## config.mk

```make
export PLATFORM = sky130hd
export DESIGN_NAME = pushbutton_debounce_flat
export DESIGN_NICKNAME = d
export VERILOG_FILES = /design/src/rtl/pushbutton_debounce_if.sv /design/src/rtl/pushbutton_debounce.sv /design/src/flat_wrapper.sv
export SDC_FILE = /design/constraint.sdc
export NUM_CORES = 1
export LEC_CHECK = 0
export ABC_AREA = 0
export CELL_PAD_IN_SITES_DETAIL_PLACEMENT = 0
export CELL_PAD_IN_SITES_GLOBAL_PLACEMENT = 1
export CORE_AREA = 8 8 45 47
export CTS_CLUSTER_SIZE = 30
export DETAILED_ROUTE_END_ITERATION = 10
export DIE_AREA = 0 0 53 55
export PLACE_DENSITY_LB_ADDON = 0.1
export SYNTH_ARGS = -nofsm -noshare
export SYNTH_HDL_FRONTEND = slang
export SYNTH_SLANG_ARGS = --single-unit
```

## constraint.sdc

```tcl
create_clock -name clk_in -period 1.15 [get_ports clk_in]
set_input_delay 0.345 -clock clk_in [delete_from_list [all_inputs] [get_ports clk_in]]
set_output_delay 0.345 -clock clk_in [all_outputs]
set_load 0.05 [all_outputs]
```

## src/rtl/pushbutton_debounce_if.sv

```systemverilog
// Signal bundle for pushbutton_debounce: raw button and divider strobe in,
// debounced level and press/release pulses out.
interface pushbutton_debounce_if;
  logic btn_in;
  logic clk_slow;
  logic db_level;
  logic db_pulse;
  logic db_release;

  modport master (
    output btn_in, clk_slow,
    input  db_level, db_pulse, db_release
  );

  modport slave (
    input  btn_in, clk_slow,
    output db_level, db_pulse, db_release
  );
endinterface

```

## src/rtl/pushbutton_debounce.sv

```systemverilog
// Pushbutton debouncer sampled by the synchronised 500 Hz divider strobe.
// Define DEBOUNCE_REPEAT_EN to add auto-repeat press pulses while held.
//
// state    | meaning
// ---------+-------------------------------------------------------------
// RELEASED | button up; waiting for SAMPLES consecutive 1 samples
// PRESSED  | button down; waiting for SAMPLES consecutive 0 samples
module pushbutton_debounce #(
  parameter int SAMPLES      = 4,
  parameter int REPEAT_DELAY = 250,
  parameter int REPEAT_RATE  = 50
) (
  input logic                  clk_in,
  input logic                  reset,
  pushbutton_debounce_if.slave bus
);

  if (SAMPLES < 2 || SAMPLES > 16 ||
      REPEAT_DELAY < 1 || REPEAT_DELAY > 65535 ||
      REPEAT_RATE < 1 || REPEAT_RATE > 65535) begin : g_bad_param
    $error("pushbutton_debounce: parameter out of range");
  end

  typedef enum logic {
    RELEASED = 1'b0,
    PRESSED  = 1'b1
  } state_t;

  state_t             state_q, state_d;
  logic [1:0]         btn_sync_q, btn_sync_d;
  logic [1:0]         slow_sync_q, slow_sync_d;
  logic               slow_q, slow_d;
  logic [SAMPLES-2:0] shreg_q, shreg_d;
  logic               pulse_q, pulse_d;
  logic               release_q, release_d;

  logic               btn_s, slow_s, tick;
  logic [SAMPLES-1:0] window;
  logic               win_ones, win_zeros;

`ifdef DEBOUNCE_REPEAT_EN
  localparam logic [15:0] DELAY_C  = 16'(REPEAT_DELAY);
  // A rate not shorter than the delay degenerates to one repeat per delay period.
  localparam logic [15:0] RELOAD_C = (REPEAT_RATE >= REPEAT_DELAY) ? 16'd0
                                     : 16'(REPEAT_DELAY - REPEAT_RATE);
  logic [15:0] cnt_q, cnt_d, cnt_inc;
`endif

  assign btn_s     = btn_sync_q[1];
  assign slow_s    = slow_sync_q[1];
  assign tick      = slow_s & ~slow_q;
  assign window    = {shreg_q, btn_s};
  assign win_ones  = &window;
  assign win_zeros = ~|window;

  always_comb begin
    btn_sync_d  = {btn_sync_q[0], bus.btn_in};
    slow_sync_d = {slow_sync_q[0], bus.clk_slow};
    slow_d      = slow_s;
    shreg_d     = shreg_q;
    state_d     = state_q;
    pulse_d     = 1'b0;
    release_d   = 1'b0;
`ifdef DEBOUNCE_REPEAT_EN
    cnt_d       = cnt_q;
    cnt_inc     = (cnt_q == 16'hFFFF) ? cnt_q : cnt_q + 16'd1;
`endif
    if (tick) begin
      shreg_d = window[SAMPLES-2:0];
      case (state_q)
        RELEASED: begin
          if (win_ones) begin
            state_d = PRESSED;
            pulse_d = 1'b1;
`ifdef DEBOUNCE_REPEAT_EN
            cnt_d   = 16'd0;
`endif
          end
        end
        PRESSED: begin
          if (win_zeros) begin
            state_d   = RELEASED;
            release_d = 1'b1;
          end else begin
`ifdef DEBOUNCE_REPEAT_EN
            if (cnt_inc == DELAY_C) begin
              pulse_d = 1'b1;
              cnt_d   = RELOAD_C;
            end else begin
              cnt_d   = cnt_inc;
            end
`endif
          end
        end
        default: state_d = RELEASED;
      endcase
    end
  end

  always_ff @(posedge clk_in or posedge reset) begin
    if (reset) begin
      state_q     <= RELEASED;
      btn_sync_q  <= '0;
      slow_sync_q <= '0;
      slow_q      <= 1'b0;
      shreg_q     <= '0;
      pulse_q     <= 1'b0;
      release_q   <= 1'b0;
`ifdef DEBOUNCE_REPEAT_EN
      cnt_q       <= '0;
`endif
    end else begin
      state_q     <= state_d;
      btn_sync_q  <= btn_sync_d;
      slow_sync_q <= slow_sync_d;
      slow_q      <= slow_d;
      shreg_q     <= shreg_d;
      pulse_q     <= pulse_d;
      release_q   <= release_d;
`ifdef DEBOUNCE_REPEAT_EN
      cnt_q       <= cnt_d;
`endif
    end
  end

  assign bus.db_level   = (state_q == PRESSED);
  assign bus.db_pulse   = pulse_q;
  assign bus.db_release = release_q;

endmodule

```

## src/flat_wrapper.sv

```systemverilog
// flat-port wrapper written by rule: the top's interface ports become plain ports
module pushbutton_debounce_flat 
#(
  parameter int SAMPLES      = 4,
  parameter int REPEAT_DELAY = 250,
  parameter int REPEAT_RATE  = 50
)
  (clk_in, reset, bus_btn_in, bus_clk_slow, bus_db_level, bus_db_pulse, bus_db_release);
  pushbutton_debounce_if bus_i ();
  input logic clk_in;
  input logic reset;
  input wire logic [$bits(bus_i.btn_in)-1:0] bus_btn_in;
  input wire logic [$bits(bus_i.clk_slow)-1:0] bus_clk_slow;
  output wire logic [$bits(bus_i.db_level)-1:0] bus_db_level;
  output wire logic [$bits(bus_i.db_pulse)-1:0] bus_db_pulse;
  output wire logic [$bits(bus_i.db_release)-1:0] bus_db_release;
  assign bus_i.btn_in = bus_btn_in;
  assign bus_i.clk_slow = bus_clk_slow;
  assign bus_db_level = bus_i.db_level;
  assign bus_db_pulse = bus_i.db_pulse;
  assign bus_db_release = bus_i.db_release;
  pushbutton_debounce #(.SAMPLES(SAMPLES), .REPEAT_DELAY(REPEAT_DELAY), .REPEAT_RATE(REPEAT_RATE)) u_core (.clk_in(clk_in), .reset(reset), .bus(bus_i));
endmodule
```

==> run metrics, run 1 <==
status=finished with violations; failing checks=negative setup slack; largest stage delay on the critical path=0.42 ns; Final Hold Viols=0; CTS Hold Bufs=0; Residual DRC=0; Tot GR Track Use=5.68%; Clock power frac=30.0%; RePlAce Congestion=0.726; DP HPWL=474 um; warnings from Yosys=0; PwrDens=1460 mW/mm2; setup_tns=-0.0431 ns; Final Non-Filler Cells=55; initial antenna violation count=0; main flop type after synthesis=dfrtp_1; Mapped Area=425 um2; Filler cells=141; CP Capture Type=primary output; Synth async-reset ratio=100%; Die Wd=53 um; Total Wirelength=618 um; initial drt markers=1; post-synth top area share=64.7%; min Tclk post-route=1.18 ns; part of the power in registers=53.6%; VDD IR max=0.667 mV; cell taking the most area after synthesis=dfrtp_1; Synth cell types=12; largest delay contributor family on the critical path=flip-flops; slew margin rel.=85.1%; CTS Sinks=11; core area=0.00138 mm2; Sw Ratio=24.7%; DP Area=548 um2; Via density=4.40; Cells after DPL=50; Multi-input gate area=128 um2; hold slack=0.354 ns; Logic pwr share=16.4%; worst slew pin tran=0.223 ns; post-layout instance area=582 um2; FF+latch count, synth=11; Pins Over Slew Limit=0; most common cell in the synthesized netlist=dfrtp_1; Synth area leaders=dfrtp_1 65%, mux2_2 7.9%, nand4_4 5.0%; CP max FO=2; Syn Nets=30; clock skew=0.00500 ns; Bufs and invs on worst path=1; Worst path slowest cell=dfrtp_2; endpoints failing setup=3; Die ar.=0.00292 mm2; Chip Height=55 um; CTS clock-pin slew for the worst setup and hold paths=0.07 ns; antenna cells=0; Leak=0.000251 uW; via count=242; CTS root buf=clkbuf_4; Critical Path RT=0.81 ns; layout cells sized above 1=48.7%; Area growth, synth to finish=36.8%; post-synthesis sequential area ratio=64.7%; # nets final=44; Mean Syn Cell Area=16.4 um2; I/O pin count=7; Buffers on Ports=6; Post-synth top cells=11 x dfrtp_1, 3 x inv_1, 3 x mux2_2; cell internal pwr=639 uW; TritonCTS Buffers=3; vias in the first global route=256; Psw=210 uW; Worst Hold Class=reg2reg; TritonRoute pass-1 iters=2; Register Area=277 um2; cells after synthesis=26; clock insertion delay at the later pin of the skew report=0.26 ns; largest net degree at the start of global routing=12; htree depth=1; FMAX=847 MHz; DR WL/cell=11.2 um; TritonCTS clock tree=built; Post-synth EDFFs=0; post-route ant nets=0; CP Cell Sequence=buf_12; Rows=14; Initial Util=30.7%; RSZ-0062 raised after global routing=true; first-pass GRT wire length=1130 um; Final Power=848 uW; total of max-cap violations=0; Worst setup SP type=register; period utilization=103%; total congestion overflow=0; Crit Path Class=reg2out; CTS max path bufs=2; Critical Path AT=0.84 ns; fin worst setup slack=-0.0310 ns
-- power by group through the flow --
stage	combinational [uW]	sequential, uW	clock, uW
4_1_cts	142	454	267
5_1_grt	153	461	287
2_1_floorplan	64.8	475	0
3_5_place_dp	138	462	0
3_3_place_gp	137	463	0
6_report	139	454	254
-- metrics by stage --
stage          util (%)  setup WS [ns]
6_report           42.0        -0.0310
5_1_grt            42.0        -0.0681
4_1_cts            42.0        -0.0449
3_5_place_dp       39.6         0.0603
3_3_place_gp       39.6         0.0578
2_1_floorplan         -          0.110
-- metal layers --
metal  GRT usage (%)  part of all wire (%)
met2            7.23                    43
met3            3.74                   7.3
met1            6.25                    49
met4            5.17                  0.97
met5               0                     0
-- worst paths after layout --
check,startpoint,cells past startpoint,end,slack (ns)
setup reg to reg,u_core.slow_q,2,u_core.shreg_q[1],0.05
max in group asynchronous,reset,3,u_core.bus.db_level,0.64
setup / recovery,u_core.bus.db_level,1,bus_db_level,-0.03
hold / removal,u_core.btn_sync_q[0],0,u_core.btn_sync_q[1],0.35
hold reg to reg,u_core.btn_sync_q[0],0,u_core.btn_sync_q[1],0.35
min in group asynchronous,reset,3,u_core.shreg_q[0],0.36
-- layout make-up --
cell class / instances / share of cell area (%)
inverters: 3 / 1.94
multi-input cells: 11 / 21.9
flip-flops and latches: 11 / 47.5
well taps: 16 / 3.44
clock buffers: 4 / 4.52
repair buffers: 10 / 20.6
-- registers in the layout (all words and copies together) (netlist names) --
| name | cells |
|---|---|
| u_core.bus.db_pulse | 1 |
| u_core.slow_q | 1 |
| u_core.shreg_q | 3 |
| u_core.bus.db_release | 1 |
| u_core.slow_sync_q | 2 |
| u_core.bus.db_level | 1 |
| u_core.btn_sync_q | 2 |
-- kinds of logic (layout without fill, tap and decap cells) --
logic type             after synthesis  after routing  share of synthesized area (%)
buffers and inverters                4             17                           5.29
DFF                                 11             11                           64.7
muxes                                3              3                           7.94
AOI/OAI and AO/OA                    2              2                           7.65
and+or+nand+nor                      6              6                           14.4
-- placed cells by master, fill, tap and decap left out, types with 3 or more instances in the layout --
master and count:
dfrtp_1 10, buf_4 4, mux2_2 3, inv_1 3, clkbuf_4 3, clkdlybuf4s50_1 3
buf_12 3
-- timing repair --
action	CTS	global route
endpoints found under the setup margin	3	3
setup buffers	1	0
hold endpoints to repair	0	0
resized for setup	0	0
Power figures use the tool's default switching activity.
==> inputs of run 2 (changes only) <==
- CELL_PAD_IN_SITES_DETAIL_PLACEMENT: 0 -> 1
- CELL_PAD_IN_SITES_GLOBAL_PLACEMENT: 1 -> 2
==> run 2 against run 1 <==
  * The run still ends with negative setup slack left
  * Critical path type unchanged
  * Maximum frequency decreased by 0.26%
  * Clock power about the same
  * Wire length grew 20%
  * Highest routed layer is now met3
  * Cell count unchanged
  * Critical path depth did not move
  * Via count down 2.1%
  * Worst hold slack hardly changed
  * Sequential cell count unchanged
==> run metrics, run 2 (synthesized netlist as in run 1, its figures left out) <==
Bufs and invs on worst path=1 (unchanged); DP HPWL=596 um (+26%); Filler cells=143 (+1.4%); CP max FO=2 (unchanged); clock skew=0.00535 ns (+0.000348 ns); period utilization=103% (+0.27 points); vias in the first global route=282 (+10%); TritonCTS clock tree=built; Total Wirelength=739 um (+20%); initial drt markers=1 (unchanged); initial antenna violation count=0 (unchanged); Crit Path Class=reg2out; min Tclk post-route=1.18 ns (+0.00307 ns); largest stage delay on the critical path=0.43 ns (about the same); Die ar.=0.00292 mm2 (unchanged); core area=0.00138 mm2 (unchanged); Worst path slowest cell=dfrtp_2; fin worst setup slack=-0.0341 ns (-0.00307 ns); Residual DRC=0 (unchanged); worst slew pin tran=0.225 ns (+0.00228 ns); Via density=4.31 (-2.1%); largest net degree at the start of global routing=12 (unchanged); largest delay contributor family on the critical path=flip-flops; Reg2Reg Setup Slack=0.04 ns (about the same); I/O pin count=7 (unchanged); total of max-cap violations=0 (unchanged); Worst Hold Class=reg2reg; VDD IR max=0.597 mV (-10%); R2R depth=2 (unchanged); reg2reg end=u_core.shreg_q[0]; Critical Path AT=0.84 ns (about the same); CP Cell Sequence=buf_12; PwrDens=1480 mW/mm2 (+1.5%); CP Capture Type=primary output; DR WL/cell=13.4 um (+20%); antenna cells=0 (unchanged); Die Wd=53 um (unchanged); Hold EP=u_core.btn_sync_q[1]; Rows=14 (unchanged); endpoints failing setup=3 (unchanged); CTS clock-pin slew for the worst setup and hold paths=0.07 ns (about the same); Buffers on Ports=6 (unchanged); Largest regs=u_core.shreg_q x3, u_core.btn_sync_q x2, u_core.slow_sync_q x2; CTS max path bufs=2 (unchanged); Initial Util=30.7% (unchanged); commonest non-fill, non-tap cell in the layout=dfrtp_1; # nets final=44 (unchanged); hold_sp=u_core.btn_sync_q[0]; CTS Hold Bufs=0 (unchanged); Critical Path RT=0.81 ns (about the same); RePlAce Congestion=0.731 (+0.69%); first-pass GRT wire length=1300 um (+15%); CTS root buf=clkbuf_4; Tot GR Track Use=6.45% (+0.77 points); layout cells sized above 1=48.7% (unchanged); post-route ant nets=0 (unchanged); RSZ-0062 raised after global routing=true; TritonCTS Buffers=3 (unchanged); Biggest register=u_core.shreg_q; Final Hold Viols=0 (unchanged); status=finished with violations; Worst setup SP type=register; via count=237 (-2.1%); pre-CTS WS=0.0408 ns (-0.0195 ns); commonest cells after routing, fill and taps aside=10 x dfrtp_1, 4 x buf_4; FMAX=845 MHz (-0.26%); Chip Height=55 um (unchanged); total congestion overflow=0 (unchanged); CTS Sinks=11 (unchanged); Leak=0.000255 uW (+1.4%); Area growth, synth to finish=37.6%; Pins Over Slew Limit=0 (unchanged); TritonRoute pass-1 iters=2 (unchanged); clock insertion delay at the later pin of the skew report=0.26 ns (about the same); htree depth=1 (unchanged); slew margin rel.=84.8% (-0.26 points); failing checks=negative setup slack; Reg-to-Reg Start=u_core.slow_q; Hold Path Depth=0 (unchanged); Final Power=866 uW (+2.1%); flip-flop count of the largest register after layout=3 (unchanged)
-- run 2: cell counts in the layout (fill, tap and decap cells not counted) --
Identical to the previous run, type by type.
-- run 2: metal layers --
layer  vias to the layer above  wire length, um  GRT usage (%)  share of wire [%]
li1                        115                -              -                  -
met1                       116              288           7.01                 39
met2                         6              402           9.77                 54
met3                         0               48           2.67                6.5
met4                         0                0           5.17                  0
met5                         -                0              0                  0
-- run 2: cell type report --
type                    instances  area (um2)  share of cell area (%)
repair buffers                 10         120                    20.5
clock buffers                   4        26.3                    4.49
inverters                       3        11.3                    1.92
multi-input cells              11         131                    22.4
flip-flops and latches         11         277                    47.2
well taps                      16        20.0                    3.42
-- run 2: worst max-delay path by stage --
stage | start | cells past startpoint | endpoint | slack (ns)
6_report | u_core.bus.db_level | 1 | bus_db_level | -0.03
3_5_place_dp | u_core.slow_q | 2 | u_core.shreg_q[2] | 0.04
3_3_place_gp | u_core.slow_q | 2 | u_core.shreg_q[0] | 0.06
5_1_grt | u_core.bus.db_level | 1 | bus_db_level | -0.05
2_1_floorplan | u_core.slow_q | 3 | u_core.shreg_q[0] | 0.11
4_1_cts | u_core.bus.db_level | 1 | bus_db_level | -0.04
-- run 2: power breakdown --
group	switching (uW)	total, uW	internal [uW]
Combinational	65.7	153	87.2
Sequential	33.2	458	424
Clock	122	256	134
-- run 2: timing repair --
action,in CTS,in global routing
setup endpoints to repair,3,4
pin swaps,0,0
buffers inserted,1,0
resized for setup,0,1
-- run 2: per-stage QoR --
| step | hold slack [ns] | utilization, % | instances | area [um2] | TNS (ns) |
|---|---|---|---|---|---|
| final | 0.354 | 42.3 | 55 | 586 | -0.0658 |
| after global routing | 0.369 | 42.3 | 55 | 586 | -0.130 |
| after CTS | 0.359 | 42.0 | 55 | 582 | -0.0941 |
| after detailed placement | 0.343 | 39.6 | 50 | 548 | 0 |
| after global placement | 0.333 | 39.6 | 50 | 548 | 0 |
| after floorplan | 0.197 | - | 26 | 427 | 0 |
